[config.mk]
export PLATFORM = sky130hd
export DESIGN_NAME = reg_bank_mp_flat
export DESIGN_NICKNAME = d
export VERILOG_FILES = /design/src/rtl/reg_bank_mp_if.sv /design/src/rtl/reg_bank_mp.sv /design/src/flat_wrapper.sv
export SDC_FILE = /design/constraint.sdc
export NUM_CORES = 2
export LEC_CHECK = 0
export CORE_MARGIN = 4
export CORE_UTILIZATION = 45
export DETAILED_ROUTE_END_ITERATION = 8
export HOLD_SLACK_MARGIN = 0.08
export PLACE_DENSITY = 0.62
export SYNTH_ARGS = -nofsm -noshare
export SYNTH_HDL_FRONTEND = slang
export SYNTH_SLANG_ARGS = --single-unit
[constraint.sdc]
create_clock -name clk -period 3.7 [get_ports clk]
set_clock_uncertainty 0.2 [all_clocks]
set_input_delay 0.555 -clock clk [delete_from_list [all_inputs] [get_ports clk]]
set_output_delay 0.555 -clock clk [all_outputs]
set_load 0.1 [all_outputs]
[src/rtl/reg_bank_mp_if.sv]
// Bus bundle for the multi-read-port register bank: one write port, one reserve
// port and NRD read ports, with read addresses and data packed port by port.
interface reg_bank_mp_if #(
  parameter int WL  = 32,
  parameter int AL  = 5,
  parameter int NRD = 2
);
  logic              wr_en;
  logic [AL-1:0]     w_addr;
  logic [WL-1:0]     w_data;
  logic              rsv_en;
  logic [AL-1:0]     rsv_addr;
  logic [NRD-1:0]    rd_en;
  logic [NRD*AL-1:0] r_addr;
  logic [NRD*WL-1:0] r_data;
  logic [NRD-1:0]    r_valid;
  logic [NRD-1:0]    r_pending;

  modport master (
    output wr_en, w_addr, w_data, rsv_en, rsv_addr, rd_en, r_addr,
    input  r_data, r_valid, r_pending
  );

  modport slave (
    input  wr_en, w_addr, w_data, rsv_en, rsv_addr, rd_en, r_addr,
    output r_data, r_valid, r_pending
  );
endinterface

[src/rtl/reg_bank_mp.sv]
// Register bank with NRD registered read ports, write-first bypass, optional
// hard-wired zero entry and a per-entry pending scoreboard.
module reg_bank_mp #(
  parameter int WL       = 32,
  parameter int AL       = 5,
  parameter int NRD      = 2,
  parameter int ZERO_REG = 1
) (
  input  logic         clk,
  input  logic         rst_n,
  reg_bank_mp_if.slave bus
);
  localparam int DEPTH = 1 << AL;

  logic [WL-1:0]    mem_reg [DEPTH];
  logic [DEPTH-1:0] pend_reg;
  logic             wr_ok;
  logic             rsv_ok;

  // Entry 0 swallows writes and reservations when it is the zero register.
  assign wr_ok  = bus.wr_en  && !((ZERO_REG != 0) && (bus.w_addr == '0));
  assign rsv_ok = bus.rsv_en && !((ZERO_REG != 0) && (bus.rsv_addr == '0));

  // Reservation is applied after the write clear so it wins on the same entry.
  always_ff @(posedge clk or negedge rst_n) begin
    if (!rst_n) begin
      for (int e = 0; e < DEPTH; e++) begin
        mem_reg[e] <= '0;
      end
      pend_reg <= '0;
    end else begin
      if (wr_ok) begin
        mem_reg[bus.w_addr]  <= bus.w_data;
        pend_reg[bus.w_addr] <= 1'b0;
      end
      if (rsv_ok) begin
        pend_reg[bus.rsv_addr] <= 1'b1;
      end
    end
  end

  for (genvar gi = 0; gi < NRD; gi++) begin : g_port
    logic [AL-1:0] addr;
    logic          zero_hit;
    logic [WL-1:0] data_next;
    logic          pend_next;
    logic [WL-1:0] data_reg;
    logic          pend_out_reg;
    logic          valid_reg;

    assign addr     = bus.r_addr[gi*AL +: AL];
    assign zero_hit = (ZERO_REG != 0) && (addr == '0);

    // Port sees the entry as it will stand after this edge's write and reserve.
    always_comb begin
      data_next = mem_reg[addr];
      pend_next = pend_reg[addr];
      if (wr_ok && (bus.w_addr == addr)) begin
        data_next = bus.w_data;
        pend_next = 1'b0;
      end
      if (rsv_ok && (bus.rsv_addr == addr)) begin
        pend_next = 1'b1;
      end
      if (zero_hit) begin
        data_next = '0;
        pend_next = 1'b0;
      end
    end

    always_ff @(posedge clk or negedge rst_n) begin
      if (!rst_n) begin
        data_reg     <= '0;
        pend_out_reg <= 1'b0;
        valid_reg    <= 1'b0;
      end else begin
        valid_reg <= bus.rd_en[gi];
        if (bus.rd_en[gi]) begin
          data_reg     <= data_next;
          pend_out_reg <= pend_next;
        end
      end
    end

    assign bus.r_data[gi*WL +: WL] = data_reg;
    assign bus.r_pending[gi]       = pend_out_reg;
    assign bus.r_valid[gi]         = valid_reg;
  end
endmodule

[src/flat_wrapper.sv]
// flat-port wrapper written by rule: the top's interface ports become plain ports
module reg_bank_mp_flat 
#(
  parameter int WL       = 32,
  parameter int AL       = 5,
  parameter int NRD      = 2,
  parameter int ZERO_REG = 1
)
  (clk, rst_n, bus_wr_en, bus_w_addr, bus_w_data, bus_rsv_en, bus_rsv_addr, bus_rd_en, bus_r_addr, bus_r_data, bus_r_valid, bus_r_pending);
  reg_bank_mp_if #(.WL(WL), .AL(AL), .NRD(NRD)) bus_i ();
  input  logic clk;
  input  logic rst_n;
  input wire logic [$bits(bus_i.wr_en)-1:0] bus_wr_en;
  input wire logic [$bits(bus_i.w_addr)-1:0] bus_w_addr;
  input wire logic [$bits(bus_i.w_data)-1:0] bus_w_data;
  input wire logic [$bits(bus_i.rsv_en)-1:0] bus_rsv_en;
  input wire logic [$bits(bus_i.rsv_addr)-1:0] bus_rsv_addr;
  input wire logic [$bits(bus_i.rd_en)-1:0] bus_rd_en;
  input wire logic [$bits(bus_i.r_addr)-1:0] bus_r_addr;
  output wire logic [$bits(bus_i.r_data)-1:0] bus_r_data;
  output wire logic [$bits(bus_i.r_valid)-1:0] bus_r_valid;
  output wire logic [$bits(bus_i.r_pending)-1:0] bus_r_pending;
  assign bus_i.wr_en = bus_wr_en;
  assign bus_i.w_addr = bus_w_addr;
  assign bus_i.w_data = bus_w_data;
  assign bus_i.rsv_en = bus_rsv_en;
  assign bus_i.rsv_addr = bus_rsv_addr;
  assign bus_i.rd_en = bus_rd_en;
  assign bus_i.r_addr = bus_r_addr;
  assign bus_r_data = bus_i.r_data;
  assign bus_r_valid = bus_i.r_valid;
  assign bus_r_pending = bus_i.r_pending;
  reg_bank_mp #(.WL(WL), .AL(AL), .NRD(NRD), .ZERO_REG(ZERO_REG)) u_core (.clk(clk), .rst_n(rst_n), .bus(bus_i));
endmodule
Word level (Yosys, flattened, before mapping). Cells that the tools add are included. W data, S select, Z words.

Flip-flop bits (word level): 1124. Output and inout bits: 68. Word-level logic and storage cells: 103.

Magnitude comparators: 10. Equal/unequal tests: 4. Multiplexer cells: 29. Bitwise operators: 6. Reductions and logical operators: 15.

Operator list (count): $bwmux W1024 (1); $mux W32 (11); $bmux W32 S5 (2); $demux W32 S5 (1); $and A32 B32 Y32 (1); $not A32 Y32 (1); $or A32 B32 Y32 (1); $lt A5 B6 Y1 const B (4); $eq A5 B5 Y1 (4); $logic_not A5 Y1 (4); $ge A6 B6 Y1 const B (3); $not A5 Y6 (3); $bmux W1 S5 (2); $demux W1 S5 (2); $ge A5 B1 Y1 const B (2); $mux W1 (10); $logic_and A1 B1 Y1 (9); $lt A6 B1 Y1 const B (1); $logic_not A1 Y1 (2).

Logic depth before layout (Yosys ltp).
Word-level depth: 9. Depth in mapped cells: 9.

Least setup slack after synthesis. Ideal clock, no wire load.

Path type: input port to flip-flop. Start point: input bus_r_addr[5]. End point: register u_core.g_port[1].data_reg[29]. Library setup time: 0.129 ns. Arrival time: 2.619 ns. Data required time: 3.371 ns. Slack: 0.753 ns. Stages on the path: 8. Path buffers: 4. Cells stage by stage: clkbuf_1 -> buf_6 -> buf_2 -> clkbuf_1 -> mux4_2 -> a22oi_1 -> a21oi_1 -> a2111o_1.

Word-level cells in the longest chain between the ends: 6. Elaborated cells on any way between the ends: 9.

Ends and longest elaborated chain: start, declared (RTL line flat_wrapper.sv:19) `input wire logic [$bits(bus_i.r_addr)-1:0] bus_r_addr;`; $not A5 Y6 (implied by the code) (RTL line reg_bank_mp.sv:56) `data_next = mem_reg[addr];`; $bmux W32 S5 (RTL line reg_bank_mp.sv:56); $mux W32 (implied by the code) (2 in series) (RTL line reg_bank_mp.sv:56); $mux W32 (RTL line reg_bank_mp.sv:58) `if (wr_ok && (bus.w_addr == addr)) begin`; $mux W32 * (RTL line reg_bank_mp.sv:65) `if (zero_hit) begin`; end signal, assigned (RTL line reg_bank_mp.sv:79) `data_reg <= data_next;`; end, declared (RTL line reg_bank_mp.sv:47) `logic [WL-1:0] data_reg;`.

Mark *: on every way between the ends. The rest lies on a longest branch, timed or not. The select of a mux whose other input is x is not followed. A chain may end at the register's enable or synchronous reset.

Worst setup path after layout.
Start point: register u_core.g_port[0].data_reg[16]. End point: output bus_r_data[16].

RTL lines: start, declared (RTL line reg_bank_mp.sv:47); start signal, assigned (RTL line reg_bank_mp.sv:79); end, declared (RTL line flat_wrapper.sv:20) `output wire logic [$bits(bus_i.r_data)-1:0] bus_r_data;`.

No word-level cell between the ends.

==> results by stage <==
Timing:
- At the pin with the least slew margin, the transition time is ~1.2 ns.
- Dividing the final minimum period by the clock period gives 0.861.
- The post-route setup TNS is 0 ns.
- Setup violations remaining at the end of the flow were counted as 0.
- Setup repair after global routing left no endpoint under its margin.
- The final critical-path required period is 3.19 ns.
- Measured against its own limit, the worst slew margin works out to 0.187.
- The number of hold violations in the final report was 0.
- Timing would allow up to 314 MHz.
- The count of pins over their slew limit is 0.
- The worst hold slack after final layout is 0.125 ns.

Synthesis:
- The area share of the leading cell type in the synthesized netlist is 0.481.
- The post-synthesis cell count is roughly 3.8k.
- Of the total synthesized cell area, the portion taken by full adders, half adders and majority gates is 0.
- Of the post-synthesis cell area, the part taken by muxes is 0.421.
- By area, the combinational part of the netlist is dominated by multiplexers.
- Yosys printed 0 warnings.
- Of the total synthesized cell area, the portion taken by XOR and XNOR cells is 0.00300.
- In this run, synthesis inferred 0 flip-flops with an integrated enable.
- The biggest area contributor in the post-synthesis netlist is sky130_fd_sc_hd__dfrtp_1.
- The number of nets produced by synthesis is roughly 3.8k.
- The number of register bits inferred by synthesis is roughly 1.1k.
- After synthesis, the share of flip-flops with an asynchronous set or reset is 1.00.
- The post-synthesis instance area is around 58000 µm².
- The count of cell types in the netlist is 47.
- The leading register cell type out of synthesis is sky130_fd_sc_hd__dfrtp_1.
- The synthesized-area fraction occupied by ao, oa, aoi and oai cells came to 0.0419.
- Of the total synthesized cell area, the portion taken by AND, OR, NAND and NOR gates is 0.0187.
- Ranked by total cell area, the synthesized netlist is headed by sky130_fd_sc_hd__dfrtp_1 (48%), sky130_fd_sc_hd__mux4_2 (23%), sky130_fd_sc_hd__mux2_2 (19%), sky130_fd_sc_hd__clkbuf_1 (2.0%), sky130_fd_sc_hd__a22oi_1 (1.2%).
- For this run, the register share of the synthesized area comes to 0.481.
- The post-synthesis area per instance is 15.6 µm².

Routing:
- The final layout contains routed wiring with a total length of 175000 µm.
- Before antenna repair, the detailed router went through 5 iterations.
- The detail route stage leaves a number of antenna-violating nets equal to 0.
- For this run, design rule violations remaining after detail routing come to 0.
- The via count is 35.9k.
- The number of vias per cell after detailed routing is 6.43.
- The number of design-rule violations left by the first detailed-router iteration is 2836.
- Dividing the detail-routed wire length by the instance count gives 31.4 µm.

Cells and area:
- The final design utilization is 0.520.
- The layout overhead on the synthesized area is 14.2%.
- The net total in the final layout is 3812.
- Of the cells placed in the final design, the portion with a size suffix greater than 1 is 0.531.
- The register with the most flip-flops in the layout has 1024 of them.

Clock network:
- The number of buffers inserted during clock tree synthesis is 121.
- No sink is reached through more buffers than the 3 on the longest clock path.
- The clock transition time at the flip-flop clock pins of the worst setup and hold paths is 0.06 ns.
- Clock latency on the worst-skew pair, taken at its later pin, is ~0.75 ns.
- The buffer cell driving the clock tree root is sky130_fd_sc_hd__clkbuf_16.
- Post-CTS repair changed the size of 0 cells.
- The clock tree from TritonCTS is yes.
- Counting every sink on the clock net gives 1124.
- CTS built an H-tree with a depth of 3.

Place:
- The routability-driven placement congestion ratio is between 0.7 and 0.8.
- The number of buffers inserted by port buffering is 125.
- The final HPWL from detailed placement is 104000 µm.

Floorplanning:
- Measured along the y axis, the die boundary spans 368 µm.
- The initial utilization of the core area, before any placement, comes to 0.456.
- In this run the core area contains ~130 standard-cell rows.
- The die area is 136000 µm².
- The die span in x is 368 µm.
- The standard cell core area is 128000 µm².
- The top-level I/O count is 126.

GRT:
- The overall routing resource usage is 0.259.
- The number of global-route vias before repair is 37.3k.
- For met2 alone, demand over resource in global routing was 0.416.
- The peak-usage layer in the global routing report is met2.
- The met3 track demand over resource is 0.0436.
- The number of antenna violations at the first check in global routing is 3.
- For this run the aggregate overflow at the end of global routing stands at 0.
- The global-route wire length before repair is about 260000 µm.
- The largest net degree at the start of global routing is 130.
- The global routing usage on met1 is 0.370.

Worst setup path:
- The largest single stage delay on the critical path is about 1.2 ns.
- The data arrival time of the worst path is 2.43 ns.
- The cell family contributing the most delay on the critical path is buffers and inverters.
- The buffering stage count on the worst path with inverters included is 1.
- The start-to-end type of the worst setup path is reg2out.
- The worst setup path is launched from a register.
- Of all nets on the critical path, the largest fanout is 3.
- The required arrival time at the worst endpoint is 2.94 ns.
- STA classifies the critical path endpoint as an output pin.
- Walking the worst path, the cells encountered are clkdlybuf4s50_1.
- The cell type of the slowest stage on the worst timing path is sky130_fd_sc_hd__clkdlybuf4s50_1.

Flow run:
- The tool flagged a number of max-cap violations equal to 0.

Run status:
- The flow ran to the end, and the final reports show no timing, DRC or antenna violations.

Pwr:
- IR analysis of the VDD net gives a maximum drop of 0.402 mV.
- The power density relative to cell area is 566 nW/µm².
- Summed over all cells, the static leakage comes to 28.3 nW.

Worst hold path:
- The min-delay analysis places its worst path in the category in2async.
[cell usage in the layout (no fill, tap or decap), types with 32 or more instances in the layout]
cell type / instances
sky130_fd_sc_hd__mux4_2: 588
sky130_fd_sc_hd__dfrtp_1: 1124
sky130_fd_sc_hd__a22oi_1: 96
sky130_fd_sc_hd__nor2b_1: 71
sky130_fd_sc_hd__a21oi_1: 32
sky130_fd_sc_hd__clkbuf_16: 121
sky130_fd_sc_hd__o221ai_1: 32
sky130_fd_sc_hd__a22o_1: 68
sky130_fd_sc_hd__buf_4: 138
sky130_fd_sc_hd__clkinv_2: 36
sky130_fd_sc_hd__clkdlybuf4s50_1: 108
sky130_fd_sc_hd__nor2_1: 38
sky130_fd_sc_hd__inv_1: 46
sky130_fd_sc_hd__a2111o_1: 32
sky130_fd_sc_hd__buf_12: 69
sky130_fd_sc_hd__mux2_2: 992
[per-stage QoR]
stage / instance area, µm² / total power, mW / cells / setup slack [ns]
after floorplan: 58500 / 22.6 / 3750 / 0.753
after global placement: 62600 / 25.0 / 5358 / 0.492
after detailed placement: 62600 / 25.2 / 5358 / 0.461
after CTS: 66800 / 38.0 / 5586 / 0.435
after global routing: 66800 / 39.4 / 5586 / 0.466
final: 66800 / 37.8 / 5587 / 0.512
[final timing paths]
check	from	to	slack (ns)	cells past startpoint
hold / removal	rst_n	u_core.mem_reg[927]$_DFFE_PN0P_	0.13	2
hold reg to reg	u_core.mem_reg[1007]$_DFFE_PN0P_	u_core.mem_reg[1007]$_DFFE_PN0P_	0.19	0
min in group clk	u_core.mem_reg[1007]$_DFFE_PN0P_	u_core.mem_reg[1007]$_DFFE_PN0P_	0.19	0
setup / recovery	u_core.g_port[0].data_reg[16]$_DFFE_PN0P_	bus_r_data[16]	0.51	1
max in group asynchronous	rst_n	u_core.mem_reg[910]$_DFFE_PN0P_	2.01	4
setup reg to reg	u_core.pend_reg[4]$_DFF_PN0_	u_core.g_port[0].pend_out_reg$_DFFE_PN0P_	1.38	5
[per-layer routing]
metal / vias to the layer above / wire, µm / part of all wire
met2: 1200 / 84200 / 0.48
met5: - / 0 / 0
li1: 14609 / - / -
met1: 19832 / 75500 / 0.43
met4: 0 / 4640 / 0.026
met3: 272 / 11100 / 0.063
[cell usage after synthesis, drive strengths merged (2+ instances only)]
| master | number |
|---|---|
| nand3b | 3 |
| o22ai | 4 |
| o2111ai | 2 |
| a21oi | 32 |
| a2111oi | 2 |
| a22o | 68 |
| nand2 | 26 |
| nor2 | 51 |
| and2 | 4 |
| mux4 | 588 |
| mux2 | 992 |
| nand2b | 4 |
| dfrtp | 1124 |
| and3b | 4 |
| clkbuf | 314 |
| nand3 | 13 |
| xnor2 | 14 |
| a2111o | 32 |
| nand4 | 4 |
| a32o | 3 |
| nor3 | 9 |
| or3 | 3 |
| nor2b | 74 |
| buf | 128 |
| a31oi | 3 |
| and3 | 6 |
| a22oi | 96 |
| xor2 | 6 |
| o211ai | 3 |
| o221ai | 32 |
| mux2i | 18 |
| inv | 47 |
| o21ai | 30 |
| o32ai | 2 |
| or4 | 2 |
[kinds of logic after synthesis]
kind of cell	Yosys count
muxes	1598
DFF	1124
buffers and inverters	489
AOI/OAI and AO/OA	312
and+or+nand+nor	207
xor gates and xnor gates	20
[power breakdown]
group          switching [mW]  internal, mW
clock network            5.31          7.46
logic                    3.95          4.65
registers                1.76          14.7
total                    11.0          26.8
[timing repair]
action	in CTS	in global routing
buffers inserted	0	0
hold buffers	2	0
endpoints found under the hold margin	528	0
[area by class of cell]
type	count	area (µm²)
multi-input combinational	2137	28500
antenna	1	2.50
fill	10538	61600
inverter	47	176
sequential	1124	28100
clock inverter	62	741
timing repair buffer	323	3600
tap	1729	2160
clock buffer	164	3460
Note: power is estimated with default switching activity, not from simulation.
